File: src/rtl/ifetch_unit.sv
`default_nettype none
// ============================================================================
//  Module      : ifetch_unit
//  Description : Instruction fetch stage feeding the vector execution unit.
//                Reads 64-bit opcode pairs from instruction memory with a
//                single outstanding request, issues them on opcode_vld with
//                back-pressure from inst_buff_full, and supports flush.
//  Revision    : 1.0 - initial release
// ============================================================================
module ifetch_unit #(
    parameter int          ADDR_W   = 32,
    parameter int          CNT_W    = 16,
    parameter logic [31:0] NOP_WORD = 32'h0000_0000
) (
    input  logic              clk,
    input  logic              reset,
    input  logic              start,
    input  logic [ADDR_W-1:0] start_pc,
    input  logic [CNT_W-1:0]  inst_count,
    input  logic              flush,
    output logic              imem_req,
    output logic [ADDR_W-1:0] imem_addr,
    input  logic              imem_gnt,
    input  logic              imem_rsp_vld,
    input  logic [63:0]       imem_rsp_data,
    output logic              opcode_vld,
    output logic [31:0]       opcode0,
    output logic [31:0]       opcode1,
    input  logic              inst_buff_full,
    output logic              busy,
    output logic              done
);

    typedef enum logic [1:0] {
        ST_IDLE  = 2'd0,
        ST_REQ   = 2'd1,
        ST_WAIT  = 2'd2,
        ST_ISSUE = 2'd3
    } state_t;

    state_t              r_state;
    state_t              w_state_nxt;
    logic [ADDR_W-1:0]   r_pc;
    logic [CNT_W-1:0]    r_remaining;
    logic                r_outstanding;
    logic [63:0]         r_data;
    logic                r_zero_done;

    logic                w_start_ok;
    logic                w_issue;
    logic                w_last;
    logic                w_gnt_ok;
    logic                w_rsp_take;
    logic                w_unused_pc_lsb;

    // Byte offset within the 8-byte fetch granule is irrelevant.
    assign w_unused_pc_lsb = ^start_pc[2:0];

    assign w_start_ok = (r_state == ST_IDLE) && start && !flush;
    // A response only counts while a request is in flight; in any state other
    // than WAIT it is the stale answer to a flushed request and is dropped.
    assign w_rsp_take = imem_rsp_vld && r_outstanding;
    assign w_gnt_ok   = imem_req && imem_gnt;
    assign w_last     = (r_remaining <= CNT_W'(2));

    // Next-state and output decode
    always_comb begin
        w_state_nxt = r_state;
        imem_req    = 1'b0;
        imem_addr   = '0;
        opcode_vld  = 1'b0;
        opcode0     = 32'h0;
        opcode1     = 32'h0;
        w_issue     = 1'b0;

        case (r_state)
            ST_IDLE: begin
                if (start && (inst_count != '0))
                    w_state_nxt = ST_REQ;
            end
            ST_REQ: begin
                // Hold the request back until any stale response is drained.
                imem_req  = !r_outstanding && !flush;
                imem_addr = imem_req ? r_pc : '0;
                if (w_gnt_ok)
                    w_state_nxt = ST_WAIT;
            end
            ST_WAIT: begin
                if (w_rsp_take)
                    w_state_nxt = ST_ISSUE;
            end
            ST_ISSUE: begin
                w_issue    = !inst_buff_full && !flush;
                opcode_vld = w_issue;
                opcode0    = r_data[31:0];
                opcode1    = (r_remaining >= CNT_W'(2)) ? r_data[63:32] : NOP_WORD;
                if (w_issue)
                    w_state_nxt = w_last ? ST_IDLE : ST_REQ;
            end
            default: w_state_nxt = ST_IDLE;
        endcase

        if (flush)
            w_state_nxt = ST_IDLE;
    end

    assign busy = (r_state != ST_IDLE);
    assign done = (w_issue && w_last) || r_zero_done;

    // State register
    always_ff @(posedge clk or posedge reset) begin
        if (reset)
            r_state <= ST_IDLE;
        else
            r_state <= w_state_nxt;
    end

    // Program counter, remaining count, outstanding flag and pair register
    always_ff @(posedge clk or posedge reset) begin
        if (reset) begin
            r_pc          <= '0;
            r_remaining   <= '0;
            r_outstanding <= 1'b0;
            r_data        <= '0;
            r_zero_done   <= 1'b0;
        end else begin
            r_zero_done <= w_start_ok && (inst_count == '0);

            if (w_start_ok && (inst_count != '0)) begin
                r_pc        <= {start_pc[ADDR_W-1:3], 3'b000};
                r_remaining <= inst_count;
            end

            if (w_gnt_ok)
                r_outstanding <= 1'b1;
            else if (w_rsp_take)
                r_outstanding <= 1'b0;

            if ((r_state == ST_WAIT) && w_rsp_take)
                r_data <= imem_rsp_data;

            if (w_issue) begin
                r_remaining <= w_last ? '0 : (r_remaining - CNT_W'(2));
                r_pc        <= r_pc + ADDR_W'(8);
            end
        end
    end

endmodule
`default_nettype wire

File: config.mk
export PLATFORM = sky130hd
export DESIGN_NAME = ifetch_unit
export DESIGN_NICKNAME = d
export VERILOG_FILES = /design/src/rtl/ifetch_unit.sv
export SDC_FILE = /design/constraint.sdc
export NUM_CORES = 1
export LEC_CHECK = 0
export CAP_MARGIN = 20
export CORE_AREA = 2 2 134 136
export DETAILED_ROUTE_END_ITERATION = 16
export DIE_AREA = 0 0 136 138
export GPL_ROUTABILITY_DRIVEN = 0
export SYNTH_ARGS = -nofsm -noshare
export SYNTH_HDL_FRONTEND = slang
export SYNTH_SLANG_ARGS = --single-unit
File: constraint.sdc
create_clock -name clk -period 13.3 [get_ports clk]
set_clock_uncertainty 0.05 [all_clocks]
set_input_delay 3.99 -clock clk [delete_from_list [all_inputs] [get_ports clk]]
set_output_delay 3.99 -clock clk [all_outputs]
set_load 0.02 [all_outputs]
# Word level (Yosys, flattened, before mapping)
# Cells that the tools add are included.
# word_totals
rom_bits	0
mem_count	0
ram_bits	0
regBits	116
in_bits	119
wordCells	60
latchBits	0
# classes
reduce_logical	22
eq_ne	7
n_shift	0
n_lt_le_gt_ge	2
n_addsub	2
muxes	21
mul	0
div_mod_pow	0
bitwise	0
# ops
op	n
$mux W32	7
$mux W16	3
$add A32 B4 Y32 const B	1
$ge A16 B2 Y1 const B	1
$le A16 B2 Y1 const B	1
$logic_not A16 Y1	1
$reduce_bool A16 Y1	1
$sub A16 B2 Y16 const B	1
$logic_and A1 B1 Y1	11
$mux W2	5
$ne A3 B3 Y1 const B	3
$pmux W2 S4	1
$reduce_bool A2 Y1	3
$mux W1	5
$eq A2 B2 Y1 const B	2
$reduce_and A4 Y1	1
$logic_not A1 Y1	3
$ne A3 B2 Y1 const B	1
$eq A2 B1 Y1 const B	1
$logic_not A2 Y1	1
$logic_or A1 B1 Y1	1

# Longest topological paths before layout
# Gate-level depths: netlist of run 1.
# depth
word_depth	7
mapped_depth	8

# Worst setup path after synthesis of run 1
# OpenSTA, ideal clock, no wires.
# synth_timing
path_type	input to output
start	input port flush
end	output port done
cell_stages	4
path_buffers	1
path_slack_ps	4016
arrival_time_ps	5244
cell_sequence	or3b_1 -> inv_1 -> clkbuf_1 -> a21o_1
# synth_via
elab_chain_cells	5
# synth_lines
element	line_no	source
from (decl)	20	input logic flush,
$logic_not A1 Y1	93	w_issue = !inst_buff_full && !flush;
$logic_and A1 B1 Y1	93	
$mux W1	--	
via opcode_vld	26	output logic opcode_vld,
$logic_and A1 B1 Y1	108	assign done = (w_issue && w_last) || r_zero_done;
$logic_or A1 B1 Y1	108	
to (decl)	31	output logic done
# The timed path passes the listed nets, and every way through them passes these cells.

# Worst setup path after layout of run 1
# layout_timing
start	input port flush
end	output port done
# layout_via
elab_chain_cells	5
# layout_lines
element	line_no	source
$logic_not A1 Y1	93	
$logic_and A1 B1 Y1	93	
$mux W1	76	case (r_state)
$logic_and A1 B1 Y1	108	
$logic_or A1 B1 Y1	108	
# Every way passes these cells.

==> results.md, run 1 <==
* Yosys warning count at 0
* Critical path's top delay family: buffers and inverters
* Internal power consumption at 1.010 mW
* DRC Markers at 0
* Most common cell after layout, fill and taps aside: clkdlybuf4s50_1
* VDD IR max at ~0.095 mV
* Critical path cell sequence: clkdlybuf4s50_1 -> or3b_1 -> inv_1 -> a21o_1 -> clkdlybuf4s50_1
* Root cell of the clock tree: clkbuf_16
* Die area at 0.01877 sq mm
* Drt via density at 5.100
* Vias in the first global route at 5407
* CP bufs+invs at 3
* Mapped Cells at 578
* Cts hold-fix bufs at 0
* Die Height at 138 um
* Multi-input logic area at 0.002974 sq mm
* Sw Pwr at 0.4681 mW
* F_max at 93.84 MHz
* Worst slew pin tran at 0.9240 ns
* IO Port Bufs at ~210
* Remaining antenna violation count at 0
* Fraction of synthesis flops using an asynchronous set or reset pin at 100.0%
* Final hold vios at 0
* Crit path DAT at around 6.6 ns
* Slew HR at 38.40%
* Comb power frac at 26.3%
* Largest net degree at the start of global routing at 65
* Fin nets at roughly 910
* Setup crit end kind: output pin
* DRT Pass-1 Iters at 4
* TritonCTS clock tree: done
* Share of layout cells above drive strength 1 at 14.98%
* Num Clock Sinks at 113
* Remaining Overflow, GRT at 0
* Initial antenna violation count at 0
* Most common cell on crit path: clkdlybuf4s50_1
* Clock buffer depth at 2
* Req. time, crit path at 9.26 ns
* CTS Buf Count at 17
* Maxcap violations at 0
* P&R area growth vs syn at 50.90%
* Hold Path Class: reg2reg
* Pleak at 3.870 nW
* Storage cell area at 0.002828 sq mm
* Post-Route Hold Slack at ~0.45 ns
* Slowest CP cell: or3b_1
* Final setup violation count at 0
* HPWL after DPL at about 13000 um
* Io pins at 219
* Global-route wire length before repair at 28700 um
* H-tree levels at 4
* Critical path's largest stage delay at around 0.74 ns
* Post-synth top flop: dfrtp_1
* Synthesized area at ~0.006 sq mm
* Outcome: finished clean
* Seq/Total Area, Yosys at 47.30%
* Core Box Area at 0.01753 sq mm
* Initial Util at 34.09%
* Commonest cells after routing, fill and taps aside: clkdlybuf4s50_1, dfrtp_1, and2_1, mux2_2, nand2_1
* Sequential power share at a little under two fifths
* Via count at 5253
* Max-slew violations at 0
* Worst skew pair latency at about 0.42 ns
* Final wirelength at 18110 um
* Final Cycle Share at 80.12%
* Total Routing Usage GR at 19.59%
* Synthesis-stage register bit count at roughly 110
* Final TNS setup at 0 ns
* Fillers at 1584
* Die width at 136 um
* # Post-CTS Setup Buffers at 0
* Routed len/inst at about 18 um
* PwrDens at 163.8 mW/mm^2
* Critical path class: in2out
* Critical path startpoint category: input pin
* Average cell area after synthesis at 10.34 sq um
* Ant diodes at 0
* Unrepaired setup endpoints after global routing: false
* Post-synth EDFFs at 0
* Num rows at a little under 50
* DRT iter0 DRCs at between 200 and 250
* Critical path peak fanout at 16
* Sw frac at 31.67%
* Clock Pin Slew Worst Setup and Hold Paths at 0.05 ns
* Yosys cell types at between 60 and 70
* CTS resizes at 0
* Min Tclk post-route at between 10 and 15 ns
* Clk pwr share at 35.9%
==> power by group through the flow <==
stage | combinational (mW) | sequential (mW) | clock (mW)
final | 0.388 | 0.559 | 0.531
after global routing | 0.432 | 0.575 | 0.557
after CTS | 0.391 | 0.557 | 0.540
after detailed placement | 0.389 | 0.560 | 0
after global placement | 0.377 | 0.554 | 0
after floorplan | 0.265 | 0.524 | 0
==> sequential cells by signal, summed over array words and instances (netlist names) <==
name	cells
r_zero_done	1
r_remaining	16
r_outstanding	1
r_data	64
r_state	2
r_pc	29
==> cell usage after synthesis, drive strengths merged (3+ instances only) <==
library cell,instances,area [sq um]
and3,3,18.77
and4,3,26.28
a211oi,3,22.52
mux2,65,732.0
o211ai,16,120.1
nand3,34,170.2
clkbuf,19,71.32
nor3,11,65.06
or3,4,25.02
nor4,13,108.9
a21o,5,37.54
inv,17,63.81
o22ai,3,18.77
buf,10,65.06
o21a,3,22.52
a22oi,5,37.54
xnor2,3,26.28
nand4,13,87.58
a32oi,3,26.28
a21oi,14,73.82
o21ai,21,108.9
nand2,40,155.1
ha,6,75.07
dfrtp,113,2828
and2,97,606.8
nor2,21,102.6
==> through the flow <==
step | instances | util, % | worst slack (ns) | power (mW) | instance area, sq um
finish | 1030 | 51.45 | 2.644 | 1.478 | 9021
CTS | 1029 | 51.36 | 2.645 | 1.488 | 9006
global placement | 997 | 47.42 | 2.652 | 0.9309 | 8314
detailed placement | 997 | 47.42 | 2.636 | 0.9495 | 8314
global route | 1030 | 51.45 | 2.554 | 1.563 | 9021
floorplan | 580 | - | 4.016 | 0.7890 | 5986
==> path summary, 6_finish.rpt <==
path / cells past startpoint / slack (ns) / to / startpoint
min in group asynchronous: 2 / 3.99 / r_data[30] / reset
setup reg to reg: 7 / 10.06 / r_remaining[9] / r_state[0]
setup / recovery: 5 / 2.64 / done / flush
hold reg to reg: 1 / 0.45 / r_data[40] / r_data[40]
max in group asynchronous: 3 / 7.90 / r_pc[30] / reset
hold / removal: 1 / 0.45 / r_data[40] / r_data[40]
==> layout make-up <==
type                    instances  area share [%]
repair buffers                218           24.11
well taps                     229           3.176
clock inverters                 8           1.886
multi-input cells             421           32.97
clock buffers                  24           5.784
inverters                      17          0.7351
flip-flops and latches        113           31.35
==> layer usage <==
metal | routed length [um] | up-vias | global-route usage [%] | part of all wire [%]
met1 | 7499 | 2516 | 24.08 | 41
met4 | 347 | 0 | 6.305 | 1.9
met3 | 2000 | 27 | 9.168 | 11
met2 | 8262 | 227 | 30.42 | 46
met5 | 0 | - | 0 | 0
li1 | - | 2483 | - | -
==> kinds of logic (layout without fill, tap and decap cells) <==
group	count (synthesis)	after routing	share of synthesized area (%)
multiplexers	67	67	12.58
XOR/XNOR	4	4	0.5861
buffers and inverters	46	267	3.349
adder cells (fa/ha/maj)	6	6	1.256
AO/OA/AOI/OAI	93	93	10.86
other	1	3	0.06273
AND/OR/NAND/NOR	248	248	24.01
flip-flops	113	113	47.30
No activity file was read; power rests on OpenSTA's default activity.
==> run 2: changes to the inputs <==
- clock period: 13.3 -> 10.6 ns (I/O delays scaled with it)
==> results.md, run 2 (synthesis gave the netlist of run 1 again) <==
* Worst skew pair latency at 0.41 ns (about the same)
* F_max at 110.1 MHz
* P&R area growth vs syn at 51.26%
* Die width at 136 um (unchanged)
* Critical path class: in2out
* Die Height at 138 um (unchanged)
* Internal power consumption at 1.266 mW (+25%)
* Root cell of the clock tree: clkbuf_16
* Critical path's largest stage delay at 0.75 ns (about the same)
* CTS resizes at 0 (unchanged)
* Initial antenna violation count at 1 (+1)
* Die area at 0.01877 sq mm (unchanged)
* DRT iter0 DRCs at 223 (+9.9%)
* Sw Pwr at 0.5835 mW (+25%)
* Comb power frac at 26.7% (+0.4 points)
* Remaining Overflow, GRT at 0 (unchanged)
* Max FFs per register at 64 (unchanged)
* # Post-CTS Setup Buffers at 0 (unchanged)
* Setup ws final at 1.518 ns (-1.126 ns)
* Outcome: finished clean
* Clock buffer depth at 2 (unchanged)
* VDD IR max at 0.1120 mV (+18%)
* Remaining antenna violation count at 0 (unchanged)
* DRC Markers at 0 (unchanged)
* Critical path startpoint category: input pin
* DP Area at 0.008314 sq mm (unchanged)
* Max-slew violations at 0 (unchanged)
* IO Port Bufs at 212 (unchanged)
* HPWL after DPL at 13210 um (+3.3%)
* DRT Pass-1 Iters at 5 (+1)
* Min Tclk post-route at slightly above 9 ns
* Top reg by flops: r_data
* Most common cell on crit path: clkdlybuf4s50_1
* Routed len/inst at 17.66 um (+0.46%)
* Sequential power share at 37.9% (about the same)
* Largest net degree at the start of global routing at 77 (+18%)
* CTS Buf Count at 17 (unchanged)
* Vias in the first global route at 5538 (+2.4%)
* Final TNS setup at 0 ns (unchanged)
* Fin nets at 914 (+0.11%)
* Final hold vios at 0 (unchanged)
* Clock Pin Slew Worst Setup and Hold Paths at 0.05 ns (about the same)
* Critical path peak fanout at 16 (unchanged)
* Crit path DAT at 5.85 ns (-0.77 ns)
* Top flop regs: r_data: 64 flops, r_pc: 29 flops, r_remaining: 16 flops
* Sw frac at 31.55% (-0.12 points)
* Clk pwr share at 35.4% (-0.5 points)
* Slowest CP cell: or3b_1
* Unrepaired setup endpoints after global routing: false
* Drt via density at 5.110 (+0.21%)
* Critical path cell sequence: clkdlybuf4s50_1 -> or3b_1 -> inv_1 -> a21o_1 -> clkdlybuf4s50_1
* Final setup violation count at 0 (unchanged)
* Final Cycle Share at 85.68%
* Io pins at 219 (unchanged)
* Most common cell after layout, fill and taps aside: clkdlybuf4s50_1
* Global-route wire length before repair at 28940 um (+0.84%)
* Maxcap violations at 0 (unchanged)
* H-tree levels at 4 (unchanged)
* Worst slew pin tran at 0.8645 ns (-0.05947 ns)
* PwrDens at 204.5 mW/mm^2 (+25%)
* Cell area after layout at 0.009042 sq mm (+0.24%)
* Num Clock Sinks at 113 (unchanged)
* Slew HR at 42.37% (+4.0 points)
* Pleak at 3.875 nW (+0.11%)
* Total Routing Usage GR at 19.77% (+0.18 points)
* Num rows at 49 (unchanged)
* Core Box Area at 0.01753 sq mm (unchanged)
* Cts hold-fix bufs at 0 (unchanged)
* Final wirelength at 18230 um (+0.65%)
* Req. time, crit path at 7.37 ns (-1.89 ns)
* Share of layout cells above drive strength 1 at 14.86% (-0.12 points)
* Commonest cells after routing, fill and taps aside: clkdlybuf4s50_1, dfrtp_1, and2_1, mux2_2, nand2_1
* Initial Util at 34.09% (unchanged)
* Dpl ws at 1.534 ns (-1.102 ns)
* TritonCTS clock tree: done
* Hold Path Class: reg2reg
* Setup crit end kind: output pin
* Via count at 5274 (+0.40%)
## run 2: cell count changes in the layout (fill, tap and decap cells not counted), sizes merged
| cell | change |
|---|---|
| clkbuf | -3 |
| diode | +2 |
| buf | +1 |
| bufinv | +1 |
| clkinv | +1 |
## run 2: per-stage QoR
| stage | std cells | hold WS [ns] | util, % | power [mW] |
|---|---|---|---|---|
| floorplan | 580 | 0.4206 | - | 0.9900 |
| global placement | 997 | 0.4288 | 47.42 | 1.169 |
| detailed placement | 997 | 0.4382 | 47.42 | 1.196 |
| CTS | 1028 | 0.4514 | 51.27 | 1.862 |
| global route | 1030 | 0.4616 | 51.54 | 1.956 |
| finish | 1032 | 0.4476 | 51.57 | 1.850 |
## run 2: worst max-delay path: cells and delay by family
family                 cells  cell delay [ns]
buffers and inverters      3             1.72
AND/OR/NAND/NOR            1             0.75
AO/OA/AOI/OAI              1             0.20
## run 2: worst paths after layout
check	slack [ns]	cells past startpoint	start	endpoint
max	1.52	5	flush	done
min	0.45	1	r_data[53]	r_data[53]
max reg2reg	7.19	8	r_state[0]	r_remaining[9]
min reg2reg	0.45	1	r_data[53]	r_data[53]
max in group asynchronous	6.22	4	reset	r_remaining[13]
min in group asynchronous	3.09	2	reset	r_data[54]
## run 2: routing by layer
| metal | track usage, % | part of all wire (%) | up-vias |
|---|---|---|---|
| met5 | 0 | 0 | - |
| met1 | 22.94 | 39 | 2549 |
| met4 | 6.798 | 1.7 | 0 |
| li1 | - | - | 2484 |
| met3 | 9.094 | 11 | 23 |
| met2 | 32.13 | 48 | 218 |
## run 2: power by group through the flow
stage          combinational [mW]  sequential [mW]  clock [mW]
5_1_grt                     0.549            0.721       0.686
3_3_place_gp                0.473            0.696           0
3_5_place_dp                0.492            0.703           0
4_1_cts                     0.495            0.698       0.668
2_1_floorplan               0.332            0.658           0
6_report                    0.494            0.701       0.655
## run 2: area by class of cell
cell class              instances  area [sq um]
inverters                      17         66.31
repair buffers                219          2207
clock inverters                10         205.2
diodes                          2         5.005
clock buffers                  21         470.5
flip-flops and latches        113          2828
fillers                      1618          8492
well taps                     229         286.5
multi-input cells             421          2974
==> run 3: changes to the inputs <==
- CORE_AREA: 2 2 134 136 -> 2 2 110 166
- DIE_AREA: 0 0 136 138 -> 0 0 112 168
==> results.md, run 3 (synthesis gave the netlist of run 1 again) <==
* Multi-input logic area at 0.002980 sq mm (+0.21%)
* Num Clock Sinks at 113 (unchanged)
* Die Height at 168 um (+22%)
* Max-slew violations at 0 (unchanged)
* Top reg by flops: r_data
* Ant diodes at 0 (-2)
* Max FFs per register at 64 (unchanged)
* Critical path class: in2out
* Post-Route Hold Slack at 0.4443 ns (-0.003276 ns)
* Crit path DAT at 5.91 ns (+0.06 ns)
* Clock Pin Slew Worst Setup and Hold Paths at 0.05 ns (about the same)
* Share of layout cells above drive strength 1 at 14.88% (+0.019 points)
* Die width at 112 um (-18%)
* TritonCTS clock tree: done
* Sw frac at 33.26% (+1.7 points)
* Initial Util at 34.03% (-0.063 points)
* Root cell of the clock tree: clkbuf_16
* Clock buffer depth at 2 (unchanged)
* F_max at 109.4 MHz (-0.67%)
* Critical path peak fanout at 16 (unchanged)
* Global-route wire length before repair at 29720 um (+2.7%)
* Pleak at 3.841 nW (-0.85%)
* Internal power consumption at 1.211 mW (-4.4%)
* Cts hold-fix bufs at 0 (unchanged)
* Setup crit end kind: output pin
* Remaining antenna violation count at 0 (unchanged)
* Num rows at 60 (+22%)
* Storage cell area at 0.002828 sq mm (unchanged)
* DRT iter0 DRCs at 237 (+6.3%)
* Sequential power share at 38.3% (+0.4 points)
* Fillers at 1660 (+2.6%)
* Worst skew pair latency at 0.41 ns (about the same)
* Remaining Overflow, GRT at 0 (unchanged)
* Unrepaired setup endpoints after global routing: false
* IO Port Bufs at 212 (unchanged)
* Vias in the first global route at 5663 (+2.3%)
* Fin nets at 912 (-0.22%)
* Final setup violation count at 0 (unchanged)
* # Post-CTS Setup Buffers at 0 (unchanged)
* Critical path startpoint category: input pin
* Top flop regs: r_data: 64 flops, r_pc: 29 flops, r_remaining: 16 flops
* Dpl cells at 983 (-1.4%)
* HPWL after DPL at 13200 um (-0.11%)
* DRC Markers at 0 (unchanged)
* Largest net degree at the start of global routing at 65 (-16%)
* CTS resizes at 0 (unchanged)
* Hold Path Class: reg2reg
* Layout Cells excl Fill at 1017 (-1.5%)
* PwrDens at 202.3 mW/mm^2 (-1.1%)
* Maxcap violations at 0 (unchanged)
* DRT Pass-1 Iters at 4 (-1)
* Clk pwr share at 34.4% (-1.0 points)
* Io pins at 219 (unchanged)
* P&R area growth vs syn at 50.00%
* Final TNS setup at 0 ns (unchanged)
* Worst slew pin tran at 0.9177 ns (+0.05326 ns)
* Final hold vios at 0 (unchanged)
* Core Box Area at 0.01757 sq mm (+0.19%)
* CTS Buf Count at 17 (unchanged)
* Slew HR at 38.82% (-3.6 points)
* Routed len/inst at 17.90 um (+1.3%)
* Sw Pwr at 0.6033 mW (+3.4%)
* Die area at 0.01882 sq mm (+0.26%)
* Via count at 5282 (+0.15%)
* Commonest cells after routing, fill and taps aside: clkdlybuf4s50_1, dfrtp_1, and2_1, mux2_2, nand2_1
* Req. time, crit path at 7.37 ns (about the same)
* Most common cell after layout, fill and taps aside: clkdlybuf4s50_1
* H-tree levels at 4 (unchanged)
* Comb power frac at 27.3% (+0.6 points)
* Min Tclk post-route at 9.144 ns (+0.06156 ns)
* Final wirelength at 18200 um (-0.15%)
* VDD IR max at 0.1015 mV (-9.4%)
* Final Cycle Share at 86.26% (+0.58 points)
* Total Routing Usage GR at 19.74% (-0.025 points)
* Drt via density at 5.194 (+1.6%)
* Outcome: finished clean
* Initial antenna violation count at 0 (-1)
==> run 3: cell types whose count changed in the layout (fill, tap and decap cells not counted), moves of 2 or more <==
| cell | delta |
|---|---|
| diode_2 | -2 |
| clkinv_2 | -2 |
| clkbuf_8 | -2 |
| bufinv_16 | -2 |
| clkinv_4 | +6 |
| inv_6 | +2 |
==> run 3: final timing paths <==
kind                            slack (ns)              to        from  cells after the start
worst max-delay path                  1.46            done       flush                      5
worst min-delay path                  0.44      r_data[63]  r_data[63]                      1
worst max register to register        7.11  r_remaining[9]  r_state[1]                      8
worst min register to register        0.44      r_data[63]  r_data[63]                      1
max in group asynchronous             6.01       r_data[0]       reset                      3
min in group asynchronous             3.21      r_data[57]       reset                      2
==> run 3: metrics by stage <==
step	util (%)	area, sq um	setup slack [ns]	power, mW
detailed placement	47.16	8284	1.512	1.192
global route	51.05	8967	1.364	1.926
finish	51.05	8967	1.456	1.814
floorplan	-	5986	2.936	0.9900
CTS	50.83	8929	1.506	1.826
global placement	47.16	8284	1.578	1.170
==> run 3: worst max-delay path, stage by stage <==
cell and delay [ns]:
clkdlybuf4s50_1 0.56, or3b_1 0.77, inv_1 0.59, a21o_1 0.20, clkdlybuf4s50_1 0.61
==> run 3: area by class of cell <==
type	count	share of cell area, %
Clock inverter	14	2.288
Tap cell	217	3.028
Clock buffer	18	4.897
Inverter	17	0.7395
Sequential cell	113	31.53
Multi-Input combinational cell	421	33.24
Timing Repair Buffer	217	24.28
==> run 3: layer usage <==
layer	GRT usage (%)	part of all wire, %	vias to the layer above	wire, um
li1	-	-	2491	-
met4	6.363	1.7	0	312
met2	33.36	48	233	8782
met1	22.92	40	2535	7207
met3	7.919	10	23	1897
met5	0	0	-	0
==> run 3: power groups by stage <==
stage	clock network, mW	registers [mW]	logic [mW]
after floorplan	0	0.658	0.332
after global placement	0	0.693	0.477
after detailed placement	0	0.699	0.493
after CTS	0.638	0.692	0.496
after global routing	0.657	0.718	0.551
final	0.624	0.695	0.495
